**config.mk**
```make
export PLATFORM = sky130hd
export DESIGN_NAME = ahb_fir_sample_master_flat
export DESIGN_NICKNAME = d
export VERILOG_FILES = /design/src/rtl/ahb_fir_sample_master_pkg.sv /design/src/rtl/ahb_fir_sample_master_if.sv /design/src/rtl/ahb_fir_sample_master.sv /design/src/flat_wrapper.sv
export SDC_FILE = /design/constraint.sdc
export NUM_CORES = 1
export LEC_CHECK = 0
export BUFFER_PORTS_ARGS = -buffer_cell sky130_fd_sc_hd__clkbuf_2
export CAP_MARGIN = 20
export CORE_MARGIN = 4
export CORE_UTILIZATION = 45
export DETAILED_ROUTE_END_ITERATION = 6
export PLACE_DENSITY_LB_ADDON = 0.12
export SKIP_CTS_REPAIR_TIMING = 1
export SLEW_MARGIN = 20
export SYNTH_ARGS = -nofsm -noshare
export SYNTH_HDL_FRONTEND = slang
export SYNTH_SLANG_ARGS = --single-unit
```
**constraint.sdc**
```tcl
create_clock -name clk -period 4.9 [get_ports clk]
set_input_delay 0.49 -clock clk [delete_from_list [all_inputs] [get_ports clk]]
set_output_delay 0.49 -clock clk [all_outputs]
set_load 0.05 [all_outputs]
```
**src/rtl/ahb_fir_sample_master_pkg.sv**
```systemverilog
// rtl/ahb_fir_sample_master_pkg.sv - shared types and constants for the FIR AHB-Lite master
package fir_master_pkg;

  typedef enum logic [3:0] {
    ST_IDLE   = 4'd0,
    ST_SMP_A  = 4'd1,
    ST_SMP_D  = 4'd2,
    ST_POLL_A = 4'd3,
    ST_POLL_D = 4'd4,
    ST_RES_A  = 4'd5,
    ST_RES_D  = 4'd6,
    ST_OUT    = 4'd7,
    ST_CF_A   = 4'd8,
    ST_CF_D   = 4'd9
  } state_t;

  typedef enum logic {
    OP_SAMPLE = 1'b0,
    OP_COEFF  = 1'b1
  } op_t;

  localparam logic [3:0] ADDR_STATUS  = 4'h0;
  localparam logic [3:0] ADDR_RESULT  = 4'h2;
  localparam logic [3:0] ADDR_SAMPLE  = 4'h4;
  localparam logic [3:0] ADDR_F0      = 4'h6;
  localparam logic [3:0] ADDR_NEWCOEF = 4'hE;

  localparam logic [1:0] HTRANS_IDLE   = 2'b00;
  localparam logic [1:0] HTRANS_NONSEQ = 2'b10;

  localparam int STATUS_BUSY_BIT = 0;
  localparam int STATUS_ERR_BIT  = 8;

  // Index 4 is the NEW_COEFF_SET strobe that follows F0..F3.
  localparam logic [2:0] CF_LAST_IDX = 3'd4;

  // F0..F3 at 0x6..0xC, and index 4 lands on NEW_COEFF_SET (0xE).
  function automatic logic [3:0] coef_addr(input logic [2:0] idx);
    return ADDR_F0 + {idx, 1'b0};
  endfunction

endpackage

```
**src/rtl/ahb_fir_sample_master_if.sv**
```systemverilog
// rtl/ahb_fir_sample_master_if.sv - AHB-Lite signal bundle between the FIR master and its slave
interface ahb_fir_sample_master_if;

  logic        hsel;
  logic [3:0]  haddr;
  logic [1:0]  htrans;
  logic        hwrite;
  logic        hsize;
  logic [15:0] hwdata;
  logic [15:0] hrdata;
  logic        hresp;

  modport master (
    output hsel, haddr, htrans, hwrite, hsize, hwdata,
    input  hrdata, hresp
  );

  modport slave (
    input  hsel, haddr, htrans, hwrite, hsize, hwdata,
    output hrdata, hresp
  );

endinterface

```
**src/rtl/ahb_fir_sample_master.sv**
```systemverilog
// rtl/ahb_fir_sample_master.sv - AHB-Lite master: writes samples/coefficients to the FIR, polls, returns results
module ahb_fir_sample_master
  import fir_master_pkg::*;
#(
  parameter int POLL_LIMIT = 64
) (
  input  logic                    clk,
  input  logic                    rst,
  input  logic                    i_sample_valid,
  input  logic [15:0]             i_sample_in,
  output logic                    o_sample_ready,
  input  logic                    i_coeff_start,
  input  logic [63:0]             i_coeff_in,
  output logic                    o_result_valid,
  output logic [15:0]             o_result_out,
  input  logic                    i_result_ready,
  output logic                    o_busy,
  output logic                    o_bus_err,
  input  logic                    i_clear_err,
  output logic [15:0]             o_sample_count,
  ahb_fir_sample_master_if.master ahb
);

  localparam int PCW = (POLL_LIMIT > 1) ? $clog2(POLL_LIMIT) : 1;
  localparam logic [PCW-1:0] POLL_LAST = PCW'(POLL_LIMIT - 1);

  state_t          r_state;
  state_t          w_next;
  op_t             r_op;
  logic [15:0]     r_sample;
  logic [63:0]     r_coeff;
  logic [2:0]      r_cf_idx;
  logic [PCW-1:0]  r_poll_cnt;
  logic            r_result_valid;
  logic [15:0]     r_result;
  logic            r_bus_err;
  logic [15:0]     r_sample_count;

  logic            w_acc_sample;
  logic            w_acc_coeff;
  logic            w_err_set;
  logic            w_poll_clr;
  logic            w_poll_inc;
  logic            w_cf_inc;
  logic            w_capture;
  logic            w_deliver;
  logic            w_poll_done;
  logic            w_status_err;

  logic [1:0]      w_htrans;
  logic [3:0]      w_haddr;
  logic            w_hwrite;
  logic [15:0]     w_hwdata;
  logic [3:0]      w_poll_addr;
  logic [15:0]     w_cf_data;

  // Both the STATUS busy flag and the NEW_COEFF_SET flag live in bit 0.
  assign w_poll_done  = ~ahb.hrdata[STATUS_BUSY_BIT];
  assign w_status_err = (r_op == OP_SAMPLE) && ahb.hrdata[STATUS_ERR_BIT];
  assign w_poll_addr  = (r_op == OP_COEFF) ? ADDR_NEWCOEF : ADDR_STATUS;

  always_comb begin
    w_next       = r_state;
    w_acc_sample = 1'b0;
    w_acc_coeff  = 1'b0;
    w_err_set    = 1'b0;
    w_poll_clr   = 1'b0;
    w_poll_inc   = 1'b0;
    w_cf_inc     = 1'b0;
    w_capture    = 1'b0;
    w_deliver    = 1'b0;
    case (r_state)
      ST_IDLE: begin
        if (i_coeff_start) begin
          w_acc_coeff = 1'b1;
          w_next      = ST_CF_A;
        end else if (i_sample_valid && !r_result_valid) begin
          w_acc_sample = 1'b1;
          w_next       = ST_SMP_A;
        end
      end
      ST_SMP_A: w_next = ST_SMP_D;
      ST_SMP_D: begin
        if (ahb.hresp) begin
          w_err_set = 1'b1;
          w_next    = ST_IDLE;
        end else begin
          w_poll_clr = 1'b1;
          w_next     = ST_POLL_A;
        end
      end
      ST_CF_A: w_next = ST_CF_D;
      ST_CF_D: begin
        if (ahb.hresp) begin
          w_err_set = 1'b1;
          w_next    = ST_IDLE;
        end else if (r_cf_idx == CF_LAST_IDX) begin
          w_poll_clr = 1'b1;
          w_next     = ST_POLL_A;
        end else begin
          w_cf_inc = 1'b1;
          w_next   = ST_CF_A;
        end
      end
      ST_POLL_A: w_next = ST_POLL_D;
      ST_POLL_D: begin
        if (ahb.hresp || w_status_err) begin
          w_err_set = 1'b1;
          w_next    = ST_IDLE;
        end else if (w_poll_done) begin
          w_next = (r_op == OP_SAMPLE) ? ST_RES_A : ST_IDLE;
        end else if (r_poll_cnt == POLL_LAST) begin
          w_err_set = 1'b1;
          w_next    = ST_IDLE;
        end else begin
          w_poll_inc = 1'b1;
          w_next     = ST_POLL_A;
        end
      end
      ST_RES_A: w_next = ST_RES_D;
      ST_RES_D: begin
        if (ahb.hresp) begin
          w_err_set = 1'b1;
          w_next    = ST_IDLE;
        end else begin
          w_capture = 1'b1;
          w_next    = ST_OUT;
        end
      end
      ST_OUT: begin
        if (i_result_ready) begin
          w_deliver = 1'b1;
          w_next    = ST_IDLE;
        end
      end
      default: w_next = ST_IDLE;
    endcase
  end

  always_comb begin
    w_cf_data = 16'h0001;
    case (r_cf_idx)
      3'd0:    w_cf_data = r_coeff[15:0];
      3'd1:    w_cf_data = r_coeff[31:16];
      3'd2:    w_cf_data = r_coeff[47:32];
      3'd3:    w_cf_data = r_coeff[63:48];
      default: w_cf_data = 16'h0001;
    endcase
  end

  // Address/control are held through the data phase; only htrans marks the address phase.
  always_comb begin
    w_htrans = HTRANS_IDLE;
    w_haddr  = 4'h0;
    w_hwrite = 1'b0;
    w_hwdata = 16'h0000;
    case (r_state)
      ST_SMP_A: begin
        w_htrans = HTRANS_NONSEQ;
        w_haddr  = ADDR_SAMPLE;
        w_hwrite = 1'b1;
      end
      ST_SMP_D: begin
        w_haddr  = ADDR_SAMPLE;
        w_hwrite = 1'b1;
        w_hwdata = r_sample;
      end
      ST_CF_A: begin
        w_htrans = HTRANS_NONSEQ;
        w_haddr  = coef_addr(r_cf_idx);
        w_hwrite = 1'b1;
      end
      ST_CF_D: begin
        w_haddr  = coef_addr(r_cf_idx);
        w_hwrite = 1'b1;
        w_hwdata = w_cf_data;
      end
      ST_POLL_A: begin
        w_htrans = HTRANS_NONSEQ;
        w_haddr  = w_poll_addr;
      end
      ST_POLL_D: w_haddr = w_poll_addr;
      ST_RES_A: begin
        w_htrans = HTRANS_NONSEQ;
        w_haddr  = ADDR_RESULT;
      end
      ST_RES_D: w_haddr = ADDR_RESULT;
      default: ;
    endcase
  end

  assign ahb.htrans = w_htrans;
  assign ahb.hsel   = (w_htrans == HTRANS_NONSEQ);
  assign ahb.haddr  = w_haddr;
  assign ahb.hwrite = w_hwrite;
  assign ahb.hsize  = 1'b1;
  assign ahb.hwdata = w_hwdata;

  always_ff @(posedge clk or posedge rst) begin
    if (rst) begin
      r_state        <= ST_IDLE;
      r_op           <= OP_SAMPLE;
      r_sample       <= 16'h0000;
      r_coeff        <= 64'h0;
      r_cf_idx       <= 3'd0;
      r_poll_cnt     <= '0;
      r_result_valid <= 1'b0;
      r_result       <= 16'h0000;
      r_bus_err      <= 1'b0;
      r_sample_count <= 16'h0000;
    end else begin
      r_state <= w_next;
      if (w_acc_sample) begin
        r_sample <= i_sample_in;
        r_op     <= OP_SAMPLE;
      end
      if (w_acc_coeff) begin
        r_coeff  <= i_coeff_in;
        r_op     <= OP_COEFF;
        r_cf_idx <= 3'd0;
      end else if (w_cf_inc) begin
        r_cf_idx <= r_cf_idx + 3'd1;
      end
      if (w_poll_clr) begin
        r_poll_cnt <= '0;
      end else if (w_poll_inc) begin
        r_poll_cnt <= r_poll_cnt + PCW'(1);
      end
      if (w_capture) begin
        r_result       <= ahb.hrdata;
        r_result_valid <= 1'b1;
      end else if (w_deliver) begin
        r_result_valid <= 1'b0;
        r_sample_count <= r_sample_count + 16'd1;
      end
      // Software clear takes priority over an error raised in the same cycle.
      if (i_clear_err) begin
        r_bus_err <= 1'b0;
      end else if (w_err_set) begin
        r_bus_err <= 1'b1;
      end
    end
  end

  assign o_sample_ready = (r_state == ST_IDLE) && !r_result_valid && !i_coeff_start;
  assign o_result_valid = r_result_valid;
  assign o_result_out   = r_result;
  assign o_busy         = (r_state != ST_IDLE);
  assign o_bus_err      = r_bus_err;
  assign o_sample_count = r_sample_count;

endmodule

```
**src/flat_wrapper.sv**
```systemverilog
// flat-port wrapper written by rule: the top's interface ports become plain ports
module ahb_fir_sample_master_flat import fir_master_pkg::*;
#(
  parameter int POLL_LIMIT = 64
)
  (clk, rst, i_sample_valid, i_sample_in, o_sample_ready, i_coeff_start, i_coeff_in, o_result_valid, o_result_out, i_result_ready, o_busy, o_bus_err, i_clear_err, o_sample_count, ahb_hsel, ahb_haddr, ahb_htrans, ahb_hwrite, ahb_hsize, ahb_hwdata, ahb_hrdata, ahb_hresp);
  ahb_fir_sample_master_if ahb_i ();
  input  logic clk;
  input  logic rst;
  input  logic i_sample_valid;
  input  logic [15:0] i_sample_in;
  output logic o_sample_ready;
  input  logic i_coeff_start;
  input  logic [63:0] i_coeff_in;
  output logic o_result_valid;
  output logic [15:0] o_result_out;
  input  logic i_result_ready;
  output logic o_busy;
  output logic o_bus_err;
  input  logic i_clear_err;
  output logic [15:0] o_sample_count;
  output wire logic [$bits(ahb_i.hsel)-1:0] ahb_hsel;
  output wire logic [$bits(ahb_i.haddr)-1:0] ahb_haddr;
  output wire logic [$bits(ahb_i.htrans)-1:0] ahb_htrans;
  output wire logic [$bits(ahb_i.hwrite)-1:0] ahb_hwrite;
  output wire logic [$bits(ahb_i.hsize)-1:0] ahb_hsize;
  output wire logic [$bits(ahb_i.hwdata)-1:0] ahb_hwdata;
  input wire logic [$bits(ahb_i.hrdata)-1:0] ahb_hrdata;
  input wire logic [$bits(ahb_i.hresp)-1:0] ahb_hresp;
  assign ahb_hsel = ahb_i.hsel;
  assign ahb_haddr = ahb_i.haddr;
  assign ahb_htrans = ahb_i.htrans;
  assign ahb_hwrite = ahb_i.hwrite;
  assign ahb_hsize = ahb_i.hsize;
  assign ahb_hwdata = ahb_i.hwdata;
  assign ahb_i.hrdata = ahb_hrdata;
  assign ahb_i.hresp = ahb_hresp;
  ahb_fir_sample_master #(.POLL_LIMIT(POLL_LIMIT)) u_core (.clk(clk), .rst(rst), .i_sample_valid(i_sample_valid), .i_sample_in(i_sample_in), .o_sample_ready(o_sample_ready), .i_coeff_start(i_coeff_start), .i_coeff_in(i_coeff_in), .o_result_valid(o_result_valid), .o_result_out(o_result_out), .i_result_ready(i_result_ready), .o_busy(o_busy), .o_bus_err(o_bus_err), .i_clear_err(i_clear_err), .o_sample_count(o_sample_count), .ahb(ahb_i));
endmodule
```
Yosys cells after proc, flatten, opt, wreduce, memory -nomap -nowiden
Index checks and enable logic that the tools add are counted.
{ "word_totals": {"output_inout_bits": 61, "wordCells": 109, "regBits": 128, "input_bits": 103} }
{ "op_classes": {"muxes": 52, "add_sub_neg": 4, "bitwise_logic": 2, "eq_ne": 17, "n_reduce_logical": 24} }
{ "ops": {"columns": ["op", "count"], "rows": [
  ["16-bit one-hot mux with 4 select lines", 1],
  ["4-bit one-hot mux with 10 select lines", 1],
  ["4-bit two-way mux", 8],
  ["16-bit one-hot mux with 2 select lines", 1],
  ["1-bit two-way mux", 29],
  ["16-bit by 1-bit adder with 16-bit output (second input constant)", 1],
  ["4-bit by 3-bit equality test with 1-bit output (second input constant)", 4],
  ["4-bit one-hot mux with 4 select lines", 1],
  ["3-bit two-way mux", 4],
  ["6-bit two-way mux", 2],
  ["2-bit nonzero test", 5],
  ["4-bit by 2-bit equality test with 1-bit output (second input constant)", 2],
  ["4-bit equality test (second input constant)", 2],
  ["2-bit OR reduction", 4],
  ["4-bit OR reduction", 2],
  ["6-bit by 1-bit adder with 6-bit output (second input constant)", 1],
  ["3-bit by 2-bit equality test with 1-bit output (second input constant)", 2],
  ["6-bit equality test (second input constant)", 1],
  ["2-bit two-way mux", 3],
  ["3-bit by 4-bit adder with 4-bit output (first input constant)", 1],
  ["4-bit by 1-bit equality test with 1-bit output (second input constant)", 1],
  ["1-bit logical AND", 4],
  ["4-bit logical NOT", 1],
  ["1-bit one-hot mux with 2 select lines", 2],
  ["other kinds (13)", 16]
]} }

Logic depth before layout (Yosys ltp)
Gate-level depths: netlist (run 1).
{ "logic_depth": {"depth_word": 7, "ltp_mapped": 8, "ltp_nobuf": 7} }

Least setup slack after synthesis (run 1)
OpenSTA, ideal clock, no wires.
{ "synth_path": {"path_type": "reg2out", "startpoint": "register u_core.r_cf_idx[2]", "endpoint": "output ahb_hwdata[0]", "path_stages_with_launch": 9, "path_buffers": 2, "required_time_ps": 4410, "path_slack_ps": 1826, "arrival_ps": 2584, "path_cell_list": "dfrtp_1 -> clkbuf_1 -> inv_1 -> ha_1 -> clkbuf_1 -> nor4_1 -> a221o_1 -> a221oi_1 -> o21ai_0"} }
{ "synth_via": {"elab_chain_cells": 3, "word_cells_on_any_way": 6, "cone_classes": "eq/ne: 3; mux: 2; reduce/logical: 1"} }
{ "synth_lines": {"columns": ["element", "line_no", "source"], "rows": [
  ["start: declaration", "ahb_fir_sample_master.sv:32", "logic [2:0] r_cf_idx;"],
  ["start signal: assignment", "ahb_fir_sample_master.sv:222", "r_cf_idx <= r_cf_idx + 3'd1;"],
  ["3-bit by 2-bit equality test with 1-bit output (tied with other cells)", "ahb_fir_sample_master.sv:142", "case (r_cf_idx)"],
  ["16-bit one-hot mux with 4 select lines (*)", "ahb_fir_sample_master.sv:142", null],
  ["16-bit one-hot mux with 2 select lines (*)", "ahb_fir_sample_master.sv:157", "case (r_state)"],
  ["end: declaration", "flat_wrapper.sv:27", "output wire logic [$bits(ahb_i.hwdata)-1:0] ahb_hwdata;"]
]} }
Mark *: on every way between the ends. The rest lies on a longest branch, timed or not.

Worst setup path in the final report (run 1)
{ "layout_path": {"startpoint": "register u_core.r_cf_idx[0]", "endpoint": "output ahb_hwdata[1]"} }
Same word-level chain as after synthesis.

==> results of run 1 <==
area by class of cell:
type                    count  area [sq um]  area share, %
repair buffers            164           831           11.0
multi-input cells         322          2580           34.2
inverters                  10          42.5          0.565
well taps                 172           215           2.86
flip-flops and latches    128          3200           42.5
clock buffers              19           453           6.01
clock inverters            13           209           2.77
cell families (layout without fill, tap and decap cells):
family,Yosys count,after routing,synth area share [%]
buffers and inverters,41,206,2.97
flip-flops,128,128,54.0
XOR/XNOR,20,20,2.95
other,2,3,0.127
multiplexers,97,97,18.4
adder cells (fa/ha/maj),8,8,1.69
AND/OR/NAND/NOR,115,115,10.4
AO/OA/AOI/OAI,79,79,9.49
registers in the layout, indices dropped and copies added (netlist names):
register / cells
u_core.r_op: 1
u_core.o_bus_err: 1
u_core.o_result_valid: 1
u_core.r_coeff: 64
u_core.r_state: 4
u_core.o_result_out: 16
u_core.r_sample: 16
u_core.r_poll_cnt: 6
u_core.r_cf_idx: 3
u_core.o_sample_count: 16
critical path: cells and delay by family, from the launching register on:
family | cells | cell delay, ns
simple gates | 3 | 1.64
fa+ha+maj | 1 | 0.20
flops | 1 | 0.44
compound gates | 1 | 0.25
buf+inv | 2 | 0.41
through the flow:
step,power [mW],setup slack [ns]
after floorplan,3.34,0.997
after global placement,3.82,1.65
after detailed placement,3.88,1.48
after CTS,5.29,1.03
after global routing,5.53,0.878
final,5.24,1.06
layer usage:
metal	part of all wire, %	track usage [%]	vias to the layer above
met1	43	24.6	2188
met2	49	31.0	138
met4	1.4	7.21	0
met3	6.8	5.81	19
met5	0	0	-
li1	-	-	2073
power groups by stage:
| stage | clock network [mW] | registers, mW | logic [mW] |
|---|---|---|---|
| after floorplan | 0 | 1.87 | 1.47 |
| after global routing | 1.47 | 1.84 | 2.22 |
| final | 1.38 | 1.79 | 2.07 |
| after CTS | 1.42 | 1.78 | 2.09 |
| after detailed placement | 0 | 1.80 | 2.09 |
| after global placement | 0 | 1.78 | 2.04 |
worst paths after layout:
path,start,to,cells past startpoint
setup / recovery,u_core.r_cf_idx[0],ahb_hwdata[1],7
hold / removal,rst,u_core.r_coeff[18],2
setup reg to reg,u_core.r_state[1],u_core.r_cf_idx[1],4
hold reg to reg,u_core.o_sample_count[15],u_core.o_sample_count[15],1
max in group asynchronous,rst,u_core.r_coeff[45],3
min in group clk,i_clear_err,u_core.o_bus_err,2
Yosys cell counts (2+ instances only):
library cell,number,area share (%)
a22o_1,15,2.2
nor4_1,2,0.21
a22oi_1,31,3.9
ha_1,8,1.7
nor3_1,3,0.25
o22ai_1,3,0.32
and3_1,5,0.53
nand2_1,40,2.5
xnor2_1,12,1.8
nor2b_1,6,0.63
nand3_1,12,1.0
and4_1,3,0.44
nand4_1,4,0.42
buf_2,3,0.25
o21ai_0,13,1.1
inv_1,10,0.63
a21oi_1,6,0.51
nor2_1,22,1.4
and2_1,3,0.32
buf_1,3,0.19
mux2_2,96,18
buf_4,5,0.63
or3_1,2,0.21
nand4b_1,2,0.30
clkbuf_1,20,1.3
o21ai_1,2,0.17
xor2_1,8,1.2
dfrtp_1,128,54
conb_1,2,0.13
a21boi_0,2,0.25
==> flow_results.org, run 1 <==
** Status
- Result of the run :: complete, no violations

** GRT
- Summed over all layers, the global routing overflow is 0.
- The first global-routing pass estimated 22200 um of wire.
- The number of global-route vias before repair was 4420.
- Antenna violations before repair :: 0
- Global routing used about a fifth of the available tracks across all layers.
- Entering global routing, the biggest net connects 68 pins.

** Worst setup path
- CP max stage delay :: around 0.85 ns
- The worst setup path is of the register to primary output kind.
- At the worst endpoint, the arrival time is around 3.4 ns.
- On the critical path, the stage with the largest delay is an instance of nor2_1.
- STA classifies the critical path startpoint as a register.
- The worst setup path is captured at a primary output.
- Along the worst path, the maximum fanout reaches 17.
- Cells along the critical path :: inv_1, ha_1, nor2b_2, nor4_1, nor2_1, a22o_1, clkbuf_2
- Flop-to-flop setup slack :: between 2 and 2.5 ns
- Required @ worst endpoint :: 4.41 ns

** STA
- Slew of the pin with the lowest slew margin :: roughly 1.1 ns
- Setup violations remaining at the end of the flow were counted as 0.
- Setup repair after global routing left no endpoint under its margin.
- Worst slew margin relative to its limit :: ~28%
- The number of hold violations in the final report came to 0.
- Final critical-path share of the clock period :: between 70% and 80%
- Based on the critical path, the design can be clocked at up to 0.260 GHz.
- Worst slack on hold paths :: around 0.14 ns
- The max-slew violation count is 0.
- Worst Clk Skew :: ~0.0055 ns
- Clock period minus final worst setup slack :: roughly 3.8 ns
- For the final routed database, the setup TNS stands at 0 ns.

** Detailed routing
- Detail-routed via count per cell :: roughly 5.3
- WL per Instance :: roughly 17 um
- The first routing iteration left about 280 violations.
- Via Count :: approximately 4400
- Total wire length after detailed routing :: ~14000 um
- After detailed routing, the number of remaining DRC violations is 0.
- The first TritonRoute pass finished after 4 iterations.
- The count of nets left with antenna violations once routing finished came out at 0.

** Floorplanning
- Chip Width :: 123 um
- Die span in y :: between 100 and 150 um
- The total area inside the core boundary comes to ~0.013 sq mm.
- In this run the count of I/O pins placed on the die edge is between 150 and 200.
- Area of the die :: ~0.015 sq mm
- Cell Rows :: a little over 40
- Initial standard-cell utilization of the core :: between 40 and 50%

** Cells and area
- Share of layout cells above drive strength 1 :: ~46%
- Once layout is complete, the utilization of the core stands at between 50% and 60%.
- Most common cell after layout, fill and taps aside :: clkbuf_2
- The finished cells cover around 0.0075 sq mm.
- Fill cells :: about 1100
- In the final design database the tool counted 754 nets.
- Most frequent cells in the layout :: 160 x clkbuf_2, 128 x dfrtp_1, 96 x mux2_2
- Area growth from synthesis to layout :: 27.0%
- Leaving out filler cells and counting taps, the final layout contains 828.
- The number of antenna diodes in the final layout is 0.

** Logic synthesis
- Of the synthesized area, sequential elements account for a little over half.
- After synthesis the cells add up to between 0.005 and 0.006 sq mm.
- Commonest register cell after synthesis :: dfrtp_1
- Synthesis handed over a netlist of a little under 500 instances.
- The synthesized design contains 0 enable-type register cells.
- Averaged over all synthesized cells, the footprint is between 10 and 15 sq um.
- The number of different library cells used by synthesis comes to roughly 50.
- Number of storage elements in the synthesis netlist :: between 100 and 150
- For this run, asynchronously set or reset flops after synthesis account for between 90% and 100%.
- The Yosys step of the flow raised 0 warnings.

** CTS
- The H-tree was split into 4 levels.
- CTS placed an instance of clkbuf_16 at the clock tree root.
- Clk Latency, worst-skew pair :: around 0.41 ns
- No sink is reached through more buffers than the 2 on the longest clock path.
- Buffers inserted during clock tree synthesis total 17.
- For this design, the sink count on the clock tree is ~130.
- Clock-pin slew was measured on the worst setup and hold paths at approximately 0.05 ns.
- TritonCTS built the clock tree.

** Run
- Across the run, the number of max-cap violations was 0.

** Power and ir drop
- Internal power contribution :: ~3.2 mW
- In this run, the combinational gates consume between 30% and 40% of the power.
- Sequential cells burn about a third of the power.
- P_leak :: 3.66 nW
- Sw Pwr :: about 2.0 mW
- Fraction of power spent switching nets :: about two fifths
- In this run, the clock network consumes between 20% and 30% of the power.
- IR analysis of the VDD net gives a maximum drop of about 0.31 mV.
- Power per cell area :: just under 700 mW/mm^2

** Placed design
- Routability-driven placement finished with a final weighted congestion of roughly 0.8.
- Once detailed placement completed, the half-perimeter wirelength came to between 10000 and 15000 um.
- Number of I/O port buffers :: between 150 and 200
- Count of placed standard cells including taps :: between 700 and 800
- Once placement finished, the instance area stood at ~0.007 sq mm.

** Worst hold path
- The min-delay analysis places its worst path in the category input port to asynchronous set/reset pin.
No activity file was read; power rests on OpenSTA's default activity.
==> run 2, diff against run 1 <==
- clock period: 4.9 -> 3.89 ns (I/O delays scaled with it)
==> run 2 against run 1 <==
Against the previous run: clock power grew 12%; critical path depth grew 1; cell count grew 0.12%; register-to-register slack lost 1.0 ns; global-route usage shrank 0.070 points; critical path type unchanged; largest cell class unchanged; largest power group unchanged.
==> flow_results.org, run 2 (synthesized netlist as in run 1, its figures left out) <==
** GRT
- The total global-route track usage was 19.2% (was 19.3%).
- The number of antenna violations at the first check in global routing came to 0 (unchanged).
- Total global routing overflow :: 0 (unchanged)
- Pin count of the biggest net entering global routing :: 103 (was 68)
- Vias in the first global route :: 4335 (was 4420)
- The first-pass GRT wire length was 22200 um (about the same).

** Placed design
- The count of buffers inserted at the top-level ports was 160 (unchanged).
- The global placement routability congestion is 0.779 (was 0.808).
- Post-DP HPWL :: 10200 um (about the same)

** Detailed routing
- The routed length on met3 came to 935 um (was 946 um).
- The DRC violation total after the first TritonRoute iteration came to 249 (was 278).
- The uppermost layer routed was met4 (unchanged).
- DRC violation count after routing :: 0 (unchanged)
- Detailed-router iteration count before antenna repair :: 4 (unchanged)
- Wire length on met2 :: 6760 um (was 6800 um)
- The met1 layer wirelength in the final routing was 6270 um (was 5960 um).
- The wire length per cell after detailed routing was 17.0 um (was 16.8 um).
- The detailed-route wire length is 14100 um (was 13900 um).
- The total number of vias came to 4390 (was 4418).
- The count of antenna-violating nets left after detailed routing came to 0 (unchanged).
- Detail-routed via count per cell :: 5.30 (was 5.34)

** STA
- Final critical-path share of the clock period :: between 80% and 90%
- The worst path needs approximately 3.4 ns of the cycle, external delays included.
- Slew of the pin with the lowest slew margin :: 0.951 ns (was 1.07 ns)
- The accumulated negative setup slack came to 0 ns (unchanged).
- Setup repair after global routing missed its margin :: no (unchanged)
- The post-route clock skew came to 0.00761 ns (was 0.00551 ns).
- Final count of negative-setup-slack endpoints :: 0 (unchanged)
- Static timing analysis puts the maximum clock frequency at between 0.2 and 0.3 GHz.
- The max-slew violation count was 0 (unchanged).
- The final hold slack was 0.133 ns (was 0.142 ns).
- The headroom to the max-slew limit is 36.3% (was 28.2%).
- Final Hold Fails :: 0 (unchanged)

** Worst setup path
- The cell type of the slowest stage on the worst timing path is nor2b_2 (was nor2_1).
- Start of the worst register-to-register path :: u_core.r_state[1] (unchanged)
- CP max stage delay :: 0.74 ns (was 0.85 ns)
- Capture instance of the worst register-to-register path :: u_core.r_state[0] (was u_core.r_cf_idx[1])
- Cells along the critical path :: inv_1, ha_1, nor2b_2, nor4_1, a221o_1, a221oi_1, o21ai_0, clkbuf_2 (was inv_1, ha_1, nor2b_2, nor4_1, nor2_1, a22o_1, clkbuf_2)
- The flop-to-flop setup slack came to 1.29 ns (was 2.29 ns).
- Critical path peak fanout :: 17 (unchanged)
- The data required time of the worst path was 3.50 ns (was 4.41 ns).
- Setup Crit Path Kind :: register to primary output (unchanged)
- Critical path startpoint :: u_core.r_cf_idx[0] (unchanged)
- Worst R2R Path Depth :: 5 (was 4)
- The signal arrival time at the worst endpoint is 3.01 ns (was 3.35 ns).
- Critical Path Start Type :: register (unchanged)
- Cell depth of the worst setup path :: 8 (was 7)
- Worst Setup EP :: ahb_hwdata[0] (was ahb_hwdata[1])
- Number of buffers and inverters on the critical path :: 2 (unchanged)
- The critical path endpoint category was a primary output (unchanged).
- The cell class contributing the biggest share of worst-path delay is simple AND/OR/NAND/NOR gates (unchanged).

** Floorplanning
- The number of ports placed on the die boundary is 164 (unchanged).
- Core outline area :: 0.0128 sq mm (unchanged)
- The placement row count is 41 (unchanged).
- The starting density of the core was 46.4% (unchanged).
- The area of the die came to 0.0151 sq mm (unchanged).
- The die outline width was 123 um (unchanged).
- The height of the chip is 123 um (unchanged).

** Worst hold path
- The worst min-delay path category was input port to register (was input port to asynchronous set/reset pin).

** Run
- The max-cap violation count was 0 (unchanged).

** Cells and area
- Seq. cell area :: 0.00320 sq mm (unchanged)
- The combined area of the multi-input logic cells is 0.00258 sq mm (about the same).
- The share of final-layout standard cells stronger than drive strength 1 was 45.8% (was 46.0%).
- The number of antenna cells inserted was 0 (unchanged).
- The synthesis-to-finish area growth was 26.0% (was 27.0%).
- Most frequent cells in the layout: 160 x clkbuf_2, 128 x dfrtp_1, 96 x mux2_2 (unchanged).
- Fraction of the core area covered by cells at the end of the flow :: 58.5% (was 59.0%)
- Most common cell after layout, fill and taps aside :: clkbuf_2 (unchanged)
- Final net count :: 755 (was 754)
- Fill cells :: 1111 (was 1080)
- The top register by number of flip-flops was u_core.r_coeff (unchanged).
- Largest register FFs :: 64 (unchanged)

** Power and ir drop
- The maximum vdd drop is 0.395 mV (was 0.305 mV).
- Power per cell area :: 855 mW/mm^2 (was 696 mW/mm^2)
- P_leak :: 3.64 nW (was 3.66 nW)

** CTS
- Clock tree from TritonCTS :: yes (unchanged)
- H-tree levels :: 4 (unchanged)
- The number of sinks driven by the clock tree is 128 (unchanged).
- The cell at the root of the clock tree was clkbuf_16 (unchanged).
- The clock-pin slew on the worst setup and hold paths is 0.05 ns (about the same).
- The latest clock arrival within the worst-skew pair came to 0.41 ns (about the same).
- The clock buffer count from CTS was 17 (unchanged).
- The maximum root-to-sink buffer count was 2 (unchanged).

** Status
- Result of the run :: complete, no violations (unchanged)
## run 2: worst reg2reg max path, stage by stage (launching register included)
cell and delay (ns):
dfrtp_1 0.70, nor4b_4 0.88, a31oi_1 0.15, nor2_1 0.45
and4b_1 0.26, o21ai_1 0.10
## run 2: final cells by class
type	instances	share of cell area, %
clock inverters	4	0.603
repair buffers	165	11.2
clock buffers	28	7.32
well taps	172	2.88
flip-flops and latches	128	42.9
inverters	10	0.569
multi-input cells	322	34.5
## run 2: worst min-delay path by stage
stage / from / depth (start not counted) / to
finish: i_clear_err / 2 / u_core.o_bus_err
global route: i_clear_err / 2 / u_core.o_bus_err
CTS: i_clear_err / 2 / u_core.o_bus_err
detailed placement: u_core.o_sample_count[15] / 1 / u_core.o_sample_count[15]
global placement: u_core.o_sample_count[15] / 1 / u_core.o_sample_count[15]
floorplan: i_clear_err / 1 / u_core.o_bus_err
## run 2: report_power, final
part	internal (mW)	switching, mW	total (mW)	leakage (nW)
Sequential	1.87	0.379	2.25	1.60
Clock	1.01	0.537	1.55	0.296
Combinational	0.984	1.61	2.59	1.75
## run 2: routing by layer
layer / track usage, % / vias to the layer above
met1: 25.8 / 2178
met3: 6.31 / 9
met2: 29.8 / 133
li1: - / 2070
met4: 5.60 / 0
met5: 0 / -
## run 2: metrics by stage
stage | setup slack [ns] | cells | power, mW | instance area (sq um)
floorplan | 0.0884 | 491 | 4.21 | 5930
global placement | 0.765 | 797 | 4.81 | 6880
detailed placement | 0.919 | 797 | 4.88 | 6880
CTS | 0.484 | 829 | 6.45 | 7470
global route | 0.359 | 829 | 6.75 | 7470
finish | 0.493 | 829 | 6.39 | 7470
